--- config.mk ---
export PLATFORM = sky130hd
export DESIGN_NAME = fifo_wr_arbiter
export DESIGN_NICKNAME = d
export VERILOG_FILES = /design/src/rtl/fifo_wr_arbiter.sv
export SDC_FILE = /design/constraint.sdc
export NUM_CORES = 1
export LEC_CHECK = 0
export BUFFER_PORTS_ARGS = -buffer_cell sky130_fd_sc_hd__buf_4
export CAP_MARGIN = 10
export CORE_MARGIN = 2
export CORE_UTILIZATION = 44
export DETAILED_ROUTE_END_ITERATION = 6
export HOLD_SLACK_MARGIN = 0.08
export PLACE_DENSITY = 0.8
export SYNTH_ARGS = -nofsm -noshare
export SYNTH_HDL_FRONTEND = slang
export SYNTH_SLANG_ARGS = --single-unit
--- constraint.sdc ---
create_clock -name clk -period 2.73 [get_ports clk]
set_input_delay 0.273 -clock clk [delete_from_list [all_inputs] [get_ports clk]]
set_output_delay 0.273 -clock clk [all_outputs]
set_load 0.03 [all_outputs]
--- src/rtl/fifo_wr_arbiter.sv ---
// fifo_wr_arbiter: round-robin burst arbiter sharing one FIFO write port among N_REQ producers
module fifo_wr_arbiter #(
  parameter int N_REQ     = 4,
  parameter int DATA_W    = 8,
  parameter int BURST_MAX = 4
) (
  input  logic                      clk,
  input  logic                      rst,
  input  logic                      i_en,
  input  logic [N_REQ-1:0]          i_valid,
  input  logic [N_REQ*DATA_W-1:0]   i_wrdata,
  output logic [N_REQ-1:0]          o_ready,
  input  logic                      i_full,
  output logic                      o_wren,
  output logic [DATA_W-1:0]         o_wrdata,
  output logic [N_REQ-1:0]          o_grant,
  output logic [$clog2(N_REQ)-1:0]  o_gnt_id
);
  localparam int IW = $clog2(N_REQ);
  localparam int BW = $clog2(BURST_MAX + 1);
  typedef enum logic {IDLE, GRANT} state_t;
  state_t state;
  logic [IW-1:0] rr_ptr, sel, idx;
  logic [BW-1:0] beat_cnt;
  logic found, busy, last;
  assign busy = state == GRANT;
  assign o_ready = (busy && i_en && !i_full) ? o_grant : '0;
  assign o_wren = busy && i_en && !i_full && i_valid[o_gnt_id];
  assign o_wrdata = busy ? i_wrdata[o_gnt_id*DATA_W +: DATA_W] : '0;
  assign last = o_wren && beat_cnt == BW'(BURST_MAX - 1);
  always_comb begin
    sel = '0;
    idx = '0;
    found = 1'b0;
    for (int i = N_REQ - 1; i >= 0; i--) begin
      idx = IW'((int'(rr_ptr) + i) % N_REQ);
      if (i_valid[idx]) begin
        sel = idx;
        found = 1'b1;
      end
    end
  end
  always_ff @(posedge clk) begin
    if (rst) begin
      state <= IDLE;
      rr_ptr <= '0;
      o_gnt_id <= '0;
      o_grant <= '0;
      beat_cnt <= '0;
    end else if (i_en) begin
      if (!busy) begin
        if (found) begin
          state <= GRANT;
          o_gnt_id <= sel;
          o_grant <= {{(N_REQ-1){1'b0}}, 1'b1} << sel;
          beat_cnt <= '0;
        end
      end else if (last || !i_valid[o_gnt_id]) begin
        state <= IDLE;
        o_gnt_id <= '0;
        o_grant <= '0;
        beat_cnt <= '0;
        rr_ptr <= (o_gnt_id == IW'(N_REQ - 1)) ? '0 : o_gnt_id + 1'b1;
      end else if (o_wren) begin
        beat_cnt <= beat_cnt + 1'b1;
      end
    end
  end
endmodule

==> metrics.yaml, run 1 <==
status: "completed"
seqCellArea_sq_um: 240
dieArea_sq_um: 2430
netSwitchingPower_w: 0.000142
worstPathMaxFanout: 9
clk_pin_slew_worst_paths_ps: 80
io_pins: 59
p_per_area_nw_per_um2: 355
cp.arrival_ps: 1790
ant_nets: 0
dp_hpwl_um: 2040
routed_wirelength_um: 2500
synthArstFlopShare_pct: 0
r2r_start: "o_gnt_id[1]$_SDFFE_PP0P_"
max_freq_ghz: 0.485
end_kind: "primary output"
fp-row-count: 16
hold_start: "rst"
layoutNonFillerInstCount: 173
maxCapViolCount: 0
port_buffers: 58
path_buf_inv: 2
finClkSkew_ps: 2.72
firstDrtPassIters: 4
grt-ovfl-total: 0
placed_area_sq_um: 1360
finalSetupTns_ps: 0
power_leakage_nw: 0.664
critPathTopFamily: "multiplexers"
slowest_delay_ps: 500
critical_path_class: "flip-flop to primary output"
synth_warnings: 0
synth_top_area_cell: "dfxtp_1"
timing.final.crit_share_pct: 75.5
wl_per_cell_um: 14.4
cts_resized: 0
hold_path_depth: 2
drc: 0
cts_sinks: 12
pwr-share-clk_pct: 28.2
grt_start_max_net_pins: 16
cts_buffers: 3
routabilityCongestion: 0.768
dr.first_iter.drc_count: 9
grt_pass1_vias: 926
synth-main-ff-cell: "dfxtp_1"
period_needed_ps: 2060
path_cells: "buf_4 > mux4_2 > and2_1 > buf_4"
intPower_w: 0.000352
layout-drive-gt1-share_pct: 56.8
design_area_sq_um: 1390
report.final.slew_viol_count: 0
p_sw_share_pct: 28.7
initial_utilization_pct: 46.5
area_growth_pct: 54.3
syn_avg_cell_area_sq_um: 10.3
n_antenna_cell: 0
finalSetupViolCount: 0
finalNetCount: 190
cts_setup_buffers: 0
min_to: "busy$_SDFFE_PP0P_"
cts_root_buf: "clkbuf_4"
synth-seq-cells: 12
grt_pass1_wl_um: 4140
rsz0062_at_grt: "false"
irDropWorstVdd_v: 0.000277
insertion_delay_ps: 260
netlist_area_sq_um: 903
core_sq_um: 1940
track_usage_pct: 21.5
via_per_inst: 5.49
utilization_pct: 71.8
synth_top_area_share_pct: 26.6
synth_nets: 131
finalHoldViolCount: 0
tightest_slew_ps: 618
cpMostUsedCell: "buf_4"
antenna_found_initial: 0
die_width_um: 49.3
ff2ff_path_depth: 4
yosys-top-cells-area: "dfxtp_1, mux4_2, and2_1"
r2r_slack_ps: 1040
timing.critical_path.required_ps: 2460
layout_common_cells: "buf_4, and2_1, dfxtp_1"
slowest_stage: "mux4_2"
ys_seq_area_share_pct: 26.6
hold_path_class: "primary input to flip-flop"
vias: 949
relSlewSlack_pct: 58.5
final_common_cell: "buf_4"
seqPwrFrac_pct: 38.8
cts_tree: "built"
multi_input_comb_area_sq_um: 626
syn_inst: 88
dp_cells: 169
fillers: 146
p_comb_share_pct: 33.0
rr_endpoint: "rr_ptr[1]$_SDFFE_PP0P_"
die_h_um: 49.3
synthDistinctLibCells: 28
cts_hold_buf: 0
startpoint_type: "flip-flop"
h-tree-depth: 1
synth_edf_count: 0
clockBufferDepth: 2
==> kinds of logic (layout without fill, tap and decap cells) <==
kind of cell             after synthesis  count (layout)  synth area share (%)
adder cells (fa/ha/maj)                3               3                  4.16
AND/OR/NAND/NOR                       33              33                  20.8
buffers and inverters                  9              67                  4.15
multiplexers                          11              11                  24.7
AO/OA/AOI/OAI                         20              20                  19.7
flip-flops                            12              12                  26.6
==> worst reg2reg max path: cells and delay by family, from the launching register on <==
kind | cells | cell delay, ps
AOI/OAI and AO/OA | 1 | 260
muxes | 2 | 650
and+or+nand+nor | 1 | 60
DFF | 1 | 620
==> power by group through the flow <==
stage,clock network (W),registers (W),logic [W]
after global routing,0.000150,0.000194,0.000174
after CTS,0.000145,0.000192,0.000164
after detailed placement,0,0.000196,0.000164
final,0.000139,0.000192,0.000163
after global placement,0,0.000196,0.000160
after floorplan,0,0.000198,0.0000848
==> registers in the layout, indices dropped and copies added, names as in the netlist <==
name and flops:
beat_cnt 3, busy 1, o_gnt_id 2, o_grant 4
rr_ptr 2
==> synth_stat cells, types with 2 or more instances <==
master,count
dfxtp_1,12
mux2i_1,2
nor2_1,4
ha_1,3
o21a_1,2
a32o_2,6
and2_1,12
clkbuf_1,2
a22o_1,2
buf_2,2
nand2_1,6
inv_1,4
nor3_1,5
a21oi_1,4
mux4_2,9
==> routing by layer <==
metal / share of wire, % / vias up / GRT usage [%]
met5: 0 / - / 0
met4: 0.76 / 0 / 5.24
met3: 11 / 2 / 7.36
met2: 50 / 47 / 38.5
met1: 38 / 446 / 24.2
li1: - / 454 / -
==> through the flow <==
step / setup WS, ps / power, W / hold slack, ps
6_report: 669 / 0.000494 / 244
3_3_place_gp: 996 / 0.000356 / 475
3_5_place_dp: 957 / 0.000360 / 483
2_1_floorplan: 802 / 0.000283 / 462
4_1_cts: 654 / 0.000501 / 235
5_1_grt: 560 / 0.000518 / 243
==> how the worst max path moves through the flow <==
stage	startpoint	end	slack (ps)	cells past startpoint
finish	o_gnt_id[0]$_SDFFE_PP0P_	o_wrdata[5]	670	4
global route	o_gnt_id[1]$_SDFFE_PP0P_	o_wren	560	4
CTS	o_gnt_id[0]$_SDFFE_PP0P_	o_wrdata[5]	650	4
detailed placement	o_gnt_id[0]$_SDFFE_PP0P_	o_wrdata[5]	960	4
global placement	o_gnt_id[0]$_SDFFE_PP0P_	o_wrdata[6]	1000	4
floorplan	o_gnt_id[0]$_SDFFE_PP0P_	o_wrdata[0]	800	3
==> layout make-up <==
cell class / count / area share [%]
timing repair buffer: 59 / 31.8
multi-input combinational: 67 / 44.9
sequential: 12 / 17.2
tap: 27 / 2.42
clock buffer: 4 / 2.60
inverter: 4 / 1.08
(Power assumes the default switching activity.)
==> inputs of run 2 (changes only) <==
--- a/config.mk
+++ b/config.mk
@@ -5,13 +5,14 @@
 export SDC_FILE = /design/constraint.sdc
 export NUM_CORES = 1
 export LEC_CHECK = 0
+export ABC_AREA = 1
 export BUFFER_PORTS_ARGS = -buffer_cell sky130_fd_sc_hd__buf_4
 export CAP_MARGIN = 10
 export CORE_MARGIN = 2
-export CORE_UTILIZATION = 44
+export CORE_UTILIZATION = 42
 export DETAILED_ROUTE_END_ITERATION = 6
 export HOLD_SLACK_MARGIN = 0.08
-export PLACE_DENSITY = 0.8
+export PLACE_DENSITY = 0.74
 export SYNTH_ARGS = -nofsm -noshare
 export SYNTH_HDL_FRONTEND = slang
 export SYNTH_SLANG_ARGS = --single-unit
==> constraint.sdc (replaced) <==
create_clock -name clk -period 1.8 [get_ports clk]
set_input_delay 0.18 -clock clk [delete_from_list [all_inputs] [get_ports clk]]
set_output_delay 0.18 -clock clk [all_outputs]
set_load 0.03 [all_outputs]
==> run 2 against run 1 <==
Total power is 100% higher. Sequential power is 58% higher. Non-clock buffer count is 3 higher. Die area is 37% higher. Combinational power grew to 3.0 times the previous value. Final cell count is 71% higher. Global-route usage is 1.4 points lower. Clock skew is 2.4 ps higher. Worst hold slack worse by 100 ps. Final area is 25% higher. Utilization is 8.4 points lower. Via count is 46% higher. Largest cell class unchanged.
==> metrics.yaml, run 2 <==
end_kind: "primary output"
synthArstFlopShare_pct: 0
finalSetupViolCount: 0
slowest_stage: "dfxtp_1"
cts_sinks: 12
cts_setup_buffers: 0
clockBufferDepth: 2
io_pins: 59
synth_top_area_cell: "dfxtp_1"
worstPathMaxFanout: 20
grt_pass1_vias: 1292
synth_warnings: 0
power_leakage_nw: 0.861
dr.first_iter.drc_count: 34
synth_nets: 248
clk_pin_slew_worst_paths_ps: 80
dieArea_sq_um: 3330
cp.arrival_ps: 1500
ant_nets: 0
h-tree-depth: 1
timing.final.crit_share_pct: 93.3
tightest_slew_ps: 228
rr_endpoint: "o_gnt_id[1]$_SDFFE_PP0P_"
syn_inst: 205
die_h_um: 57.7
hold_path_depth: 2
ys_seq_area_share_pct: 19.8
top_regs: "o_grant: 4 flops, beat_cnt: 3 flops"
relSlewSlack_pct: 84.7
hold_start: "rst"
layout_common_cells: "buf_4, nor2_1, nand2_1"
fillers: 278
slowest_delay_ps: 430
area_growth_pct: 44.3
netlist_area_sq_um: 1210
synth_edf_count: 0
finClkSkew_ps: 5.08
wl_per_cell_um: 10.9
cts_buffers: 3
initial_utilization_pct: 43.9
finalSetupTns_ps: 0
cts_hold_buf: 0
core_sq_um: 2760
period_needed_ps: 1680
final_common_cell: "buf_4"
insertion_delay_ps: 280
track_usage_pct: 20.1
critical_path_class: "flip-flop to primary output"
finalHoldViolCount: 0
cts_root_buf: "clkbuf_4"
largest_reg_flops: 4
synth-main-ff-cell: "dfxtp_1"
r2r_start: "rr_ptr[1]$_SDFFE_PP0P_"
antenna_found_initial: 0
timing.critical_path.required_ps: 1620
critPathTopFamily: "flip-flops"
r2r_slack_ps: 300
yosys-top-cells-area: "dfxtp_1, nor2_1, nand2_1"
yosys.cell_count.top_type: "nor2_1"
routed_wirelength_um: 3200
cpMostUsedCell: "nor2_1"
grt_start_max_net_pins: 21
rsz0062_at_grt: "false"
via_per_inst: 4.71
p_per_area_nw_per_um2: 578
min_to: "o_grant[2]$_SDFFE_PP0P_"
max_freq_ghz: 0.595
maxCapViolCount: 0
vias: 1390
hold_path_class: "primary input to flip-flop"
top_register: "o_grant"
report.final.slew_viol_count: 0
dp_hpwl_um: 2570
setup_ws_ps: 121
grt_pass1_wl_um: 5400
die_width_um: 57.7
drc: 0
startpoint_type: "flip-flop"
firstDrtPassIters: 4
status: "completed"
fp-row-count: 19
design_power_total_w: 0.00101
cts_tree: "built"
ff2ff_path_depth: 10
n_antenna_cell: 0
synthDistinctLibCells: 25
port_buffers: 58
crit_cells: 6
path_cells: "buf_6 > nor2_1 > nor2_1 > o21ai_0 > a21oi_2 > buf_4"
path_buf_inv: 2
irDropWorstVdd_v: 0.000520
multi_input_comb_area_sq_um: 860
routabilityCongestion: 0.834
seqCellArea_sq_um: 243
hold-worst-slack_ps: 144
grt-ovfl-total: 0
synth_top_area_share_pct: 19.8
layout-drive-gt1-share_pct: 42.8
dp_worst_setup_slack_ps: 209
synth-seq-cells: 12
finalNetCount: 308
synthTopCellsByCount: "nor2_1, nand2_1, inv_1, a21oi_1"
syn_avg_cell_area_sq_um: 5.91
run 2: cell types whose count changed after synthesis, sizes merged, moves of 3 or more:
| cell | before | now |
|---|---|---|
| a21oi | 6 | 19 |
| a32o | 6 | 0 |
| and2 | 12 | 3 |
| buf | 2 | 5 |
| inv | 4 | 25 |
| mux4 | 9 | 0 |
| nand2 | 6 | 54 |
| nand3 | 1 | 14 |
| nor2 | 4 | 45 |
| nor3 | 5 | 1 |
| o21ai | 0 | 18 |
run 2: kinds of logic after synthesis:
kind of cell | after synthesis | share of synthesized area, %
AOI/OAI and AO/OA | 38 | 15.9
and+or+nand+nor | 120 | 49.5
buffers and inverters | 32 | 11.7
adders and majority gates | 3 | 3.10
DFF | 12 | 19.8
run 2: area by class of cell:
type,count,share of cell area (%)
clock buffer,4,2.08
inverter,25,5.80
multi-input combinational,161,49.2
sequential,12,13.9
tap,31,2.22
timing repair buffer,62,26.8
run 2: stage by stage:
step | std cells | area (sq um) | utilization (%)
2_1_floorplan | 205 | 1240 | -
3_3_place_gp | 291 | 1710 | 61.8
3_5_place_dp | 291 | 1710 | 61.8
4_1_cts | 295 | 1740 | 63.2
5_1_grt | 295 | 1750 | 63.4
6_report | 295 | 1750 | 63.4
run 2: what timing repair did:
item,in CTS,in global routing
resized for setup,0,8
hold endpoints to repair,0,0
endpoints found under the setup margin,0,8
run 2: routing by layer:
layer,track usage (%),share of wire (%),vias up,routed length [um]
li1,-,-,773,-
met1,26.3,47,594,1520
met2,34.9,50,20,1590
met3,4.24,2.5,3,81
met4,2.66,0.41,0,13
met5,0,0,-,0
run 2: where the power goes:
part	switching, W	total [W]	internal [W]
registers	0.0000212	0.000303	0.000282
clock network	0.0000959	0.000219	0.000123
logic	0.000284	0.000488	0.000205
run 2: worst max path at each step:
| stage | from | end | slack [ps] |
|---|---|---|---|
| final | o_gnt_id[0]$_SDFFE_PP0P_ | o_wrdata[2] | 120 |
| after global routing | o_gnt_id[0]$_SDFFE_PP0P_ | o_wrdata[7] | 20 |
| after CTS | o_gnt_id[0]$_SDFFE_PP0P_ | o_wrdata[1] | 70 |
| after detailed placement | rr_ptr[0]$_SDFFE_PP0P_ | o_gnt_id[1]$_SDFFE_PP0P_ | 210 |
| after global placement | rr_ptr[0]$_SDFFE_PP0P_ | o_grant[1]$_SDFFE_PP0P_ | 240 |
| after floorplan | o_gnt_id[0]$_SDFFE_PP0P_ | o_wrdata[0] | 120 |
==> inputs of run 3 (changes only) <==
--- a/config.mk
+++ b/config.mk
@@ -9,10 +9,10 @@
 export BUFFER_PORTS_ARGS = -buffer_cell sky130_fd_sc_hd__buf_4
 export CAP_MARGIN = 10
 export CORE_MARGIN = 2
-export CORE_UTILIZATION = 42
+export CORE_UTILIZATION = 35
 export DETAILED_ROUTE_END_ITERATION = 6
 export HOLD_SLACK_MARGIN = 0.08
-export PLACE_DENSITY = 0.74
+export PLACE_DENSITY = 0.63
 export SYNTH_ARGS = -nofsm -noshare
 export SYNTH_HDL_FRONTEND = slang
 export SYNTH_SLANG_ARGS = --single-unit
==> run 3 against run 2 <==
Sequential share of layout area barely moved. Final cell count is 5.1% higher. Worst hold slack gained 18 ps. Critical path type unchanged. Critical endpoint is now o_wrdata[7]. Largest power group unchanged.
==> metrics.yaml, run 3 (same netlist as run 2, synthesis figures left out) <==
hold-worst-slack_ps: 163
core_sq_um: 3340
wl_per_cell_um: 10.7
cts_tree: "built"
ant_nets: 0
report.final.slew_viol_count: 0
maxCapViolCount: 0
worstPathMaxFanout: 17
ff2ff_path_depth: 10
fillers: 354
rr_endpoint: "o_gnt_id[1]$_SDFFE_PP0P_"
dieArea_sq_um: 3950
routabilityCongestion: 0.855
clockBufferDepth: 2
antenna_found_initial: 0
design_power_total_w: 0.000955
die_width_um: 62.8
dp_worst_setup_slack_ps: 207
grt_pass1_vias: 1340
finClkSkew_ps: 3.98
routed_wirelength_um: 3320
setup_ws_ps: 157
cts_sinks: 12
via_per_inst: 4.52
drc: 0
relSlewSlack_pct: 84.1
r2r_slack_ps: 230
p_per_area_nw_per_um2: 542
hold_path_class: "primary input to flip-flop"
timing.final.crit_share_pct: 91.3
cts_resized: 1
io_pins: 59
vias: 1401
timing.critical_path.required_ps: 1620
grt_pass1_wl_um: 5830
cts_buffers: 3
dr_wl_met3_um: 108
finalNetCount: 309
rsz0062_at_grt: "false"
final_common_cell: "buf_4"
die_h_um: 62.8
crit_start: "o_gnt_id[0]$_SDFFE_PP0P_"
end_kind: "primary output"
irDropWorstVdd_v: 0.000255
dr.first_iter.drc_count: 72
firstDrtPassIters: 4
dp_hpwl_um: 2630
seqCellArea_sq_um: 244
r2r_start: "rr_ptr[1]$_SDFFE_PP0P_"
port_buffers: 58
wl_met2_um: 1640
max_freq_ghz: 0.609
cp.arrival_ps: 1460
area_growth_pct: 45.5
finalSetupTns_ps: 0
finalHoldViolCount: 0
startpoint_type: "flip-flop"
status: "completed"
clk_pin_slew_worst_paths_ps: 70
largest_reg_flops: 4
n_antenna_cell: 0
fp-row-count: 21
insertion_delay_ps: 270
cts_hold_buf: 0
tightest_slew_ps: 236
utilization_pct: 52.8
cts_root_buf: "clkbuf_4"
top_regs: "o_grant: 4 flops, beat_cnt: 3 flops"
drt-met1-wl_um: 1560
track_usage_pct: 17.7
grt-ovfl-total: 0
critical_path_class: "flip-flop to primary output"
multi_input_comb_area_sq_um: 860
cts_setup_buffers: 0
h-tree-depth: 1
crit_end: "o_wrdata[7]"
layout_common_cells: "buf_4, nor2_1, nand2_1"
top_register: "o_grant"
initial_utilization_pct: 36.3
finalSetupViolCount: 0
period_needed_ps: 1640
grt_start_max_net_pins: 18
power_leakage_nw: 0.858
top_layer_used: "met4"
layout-drive-gt1-share_pct: 42.8
run 3: cell count changes in the layout (fill, tap and decap cells not counted), sizes merged:
| cell | change |
|---|---|
| buf | +1 |
| clkbuf | -1 |
run 3: power breakdown:
part	total (W)	internal [W]	switching, W
clock	0.000161	0.0000772	0.0000836
combinational	0.000488	0.000206	0.000282
sequential	0.000306	0.000282	0.0000238
run 3: layout make-up:
type | count | share of cell area [%]
multi-input cells | 161 | 48.8
repair buffers | 63 | 27.1
flip-flops and latches | 12 | 13.8
inverters | 25 | 5.75
well taps | 46 | 3.27
clock buffers | 3 | 1.28
run 3: worst max-delay path, stage by stage, from the launching register on:
cell and delay (ps):
dfxtp_2 420, buf_6 200, nor2_1 60, nor2_1 80, o21ai_0 110, a21oi_2 150
buf_4 170
run 3: worst min path at each step:
stage,slack [ps],depth (start not counted),start,endpoint
floorplan,320,2,i_en,busy$_SDFFE_PP0P_
finish,160,2,rst,o_gnt_id[0]$_SDFFE_PP0P_
CTS,150,2,rst,o_gnt_id[0]$_SDFFE_PP0P_
global placement,440,2,rst,o_grant[0]$_SDFFE_PP0P_
detailed placement,440,2,rst,o_gnt_id[1]$_SDFFE_PP0P_
global route,170,2,rst,o_grant[1]$_SDFFE_PP0P_
run 3: stage by stage:
| step | std cells | area, sq um |
|---|---|---|
| floorplan | 205 | 1240 |
| global placement | 307 | 1730 |
| detailed placement | 307 | 1730 |
| finish | 310 | 1760 |
| global route | 310 | 1760 |
| CTS | 310 | 1760 |
run 3: per-layer routing:
layer,vias up,GRT usage (%)
met4,0,3.33
met1,603,23.1
met2,28,31.0
met3,2,2.70
met5,-,0
li1,768,-
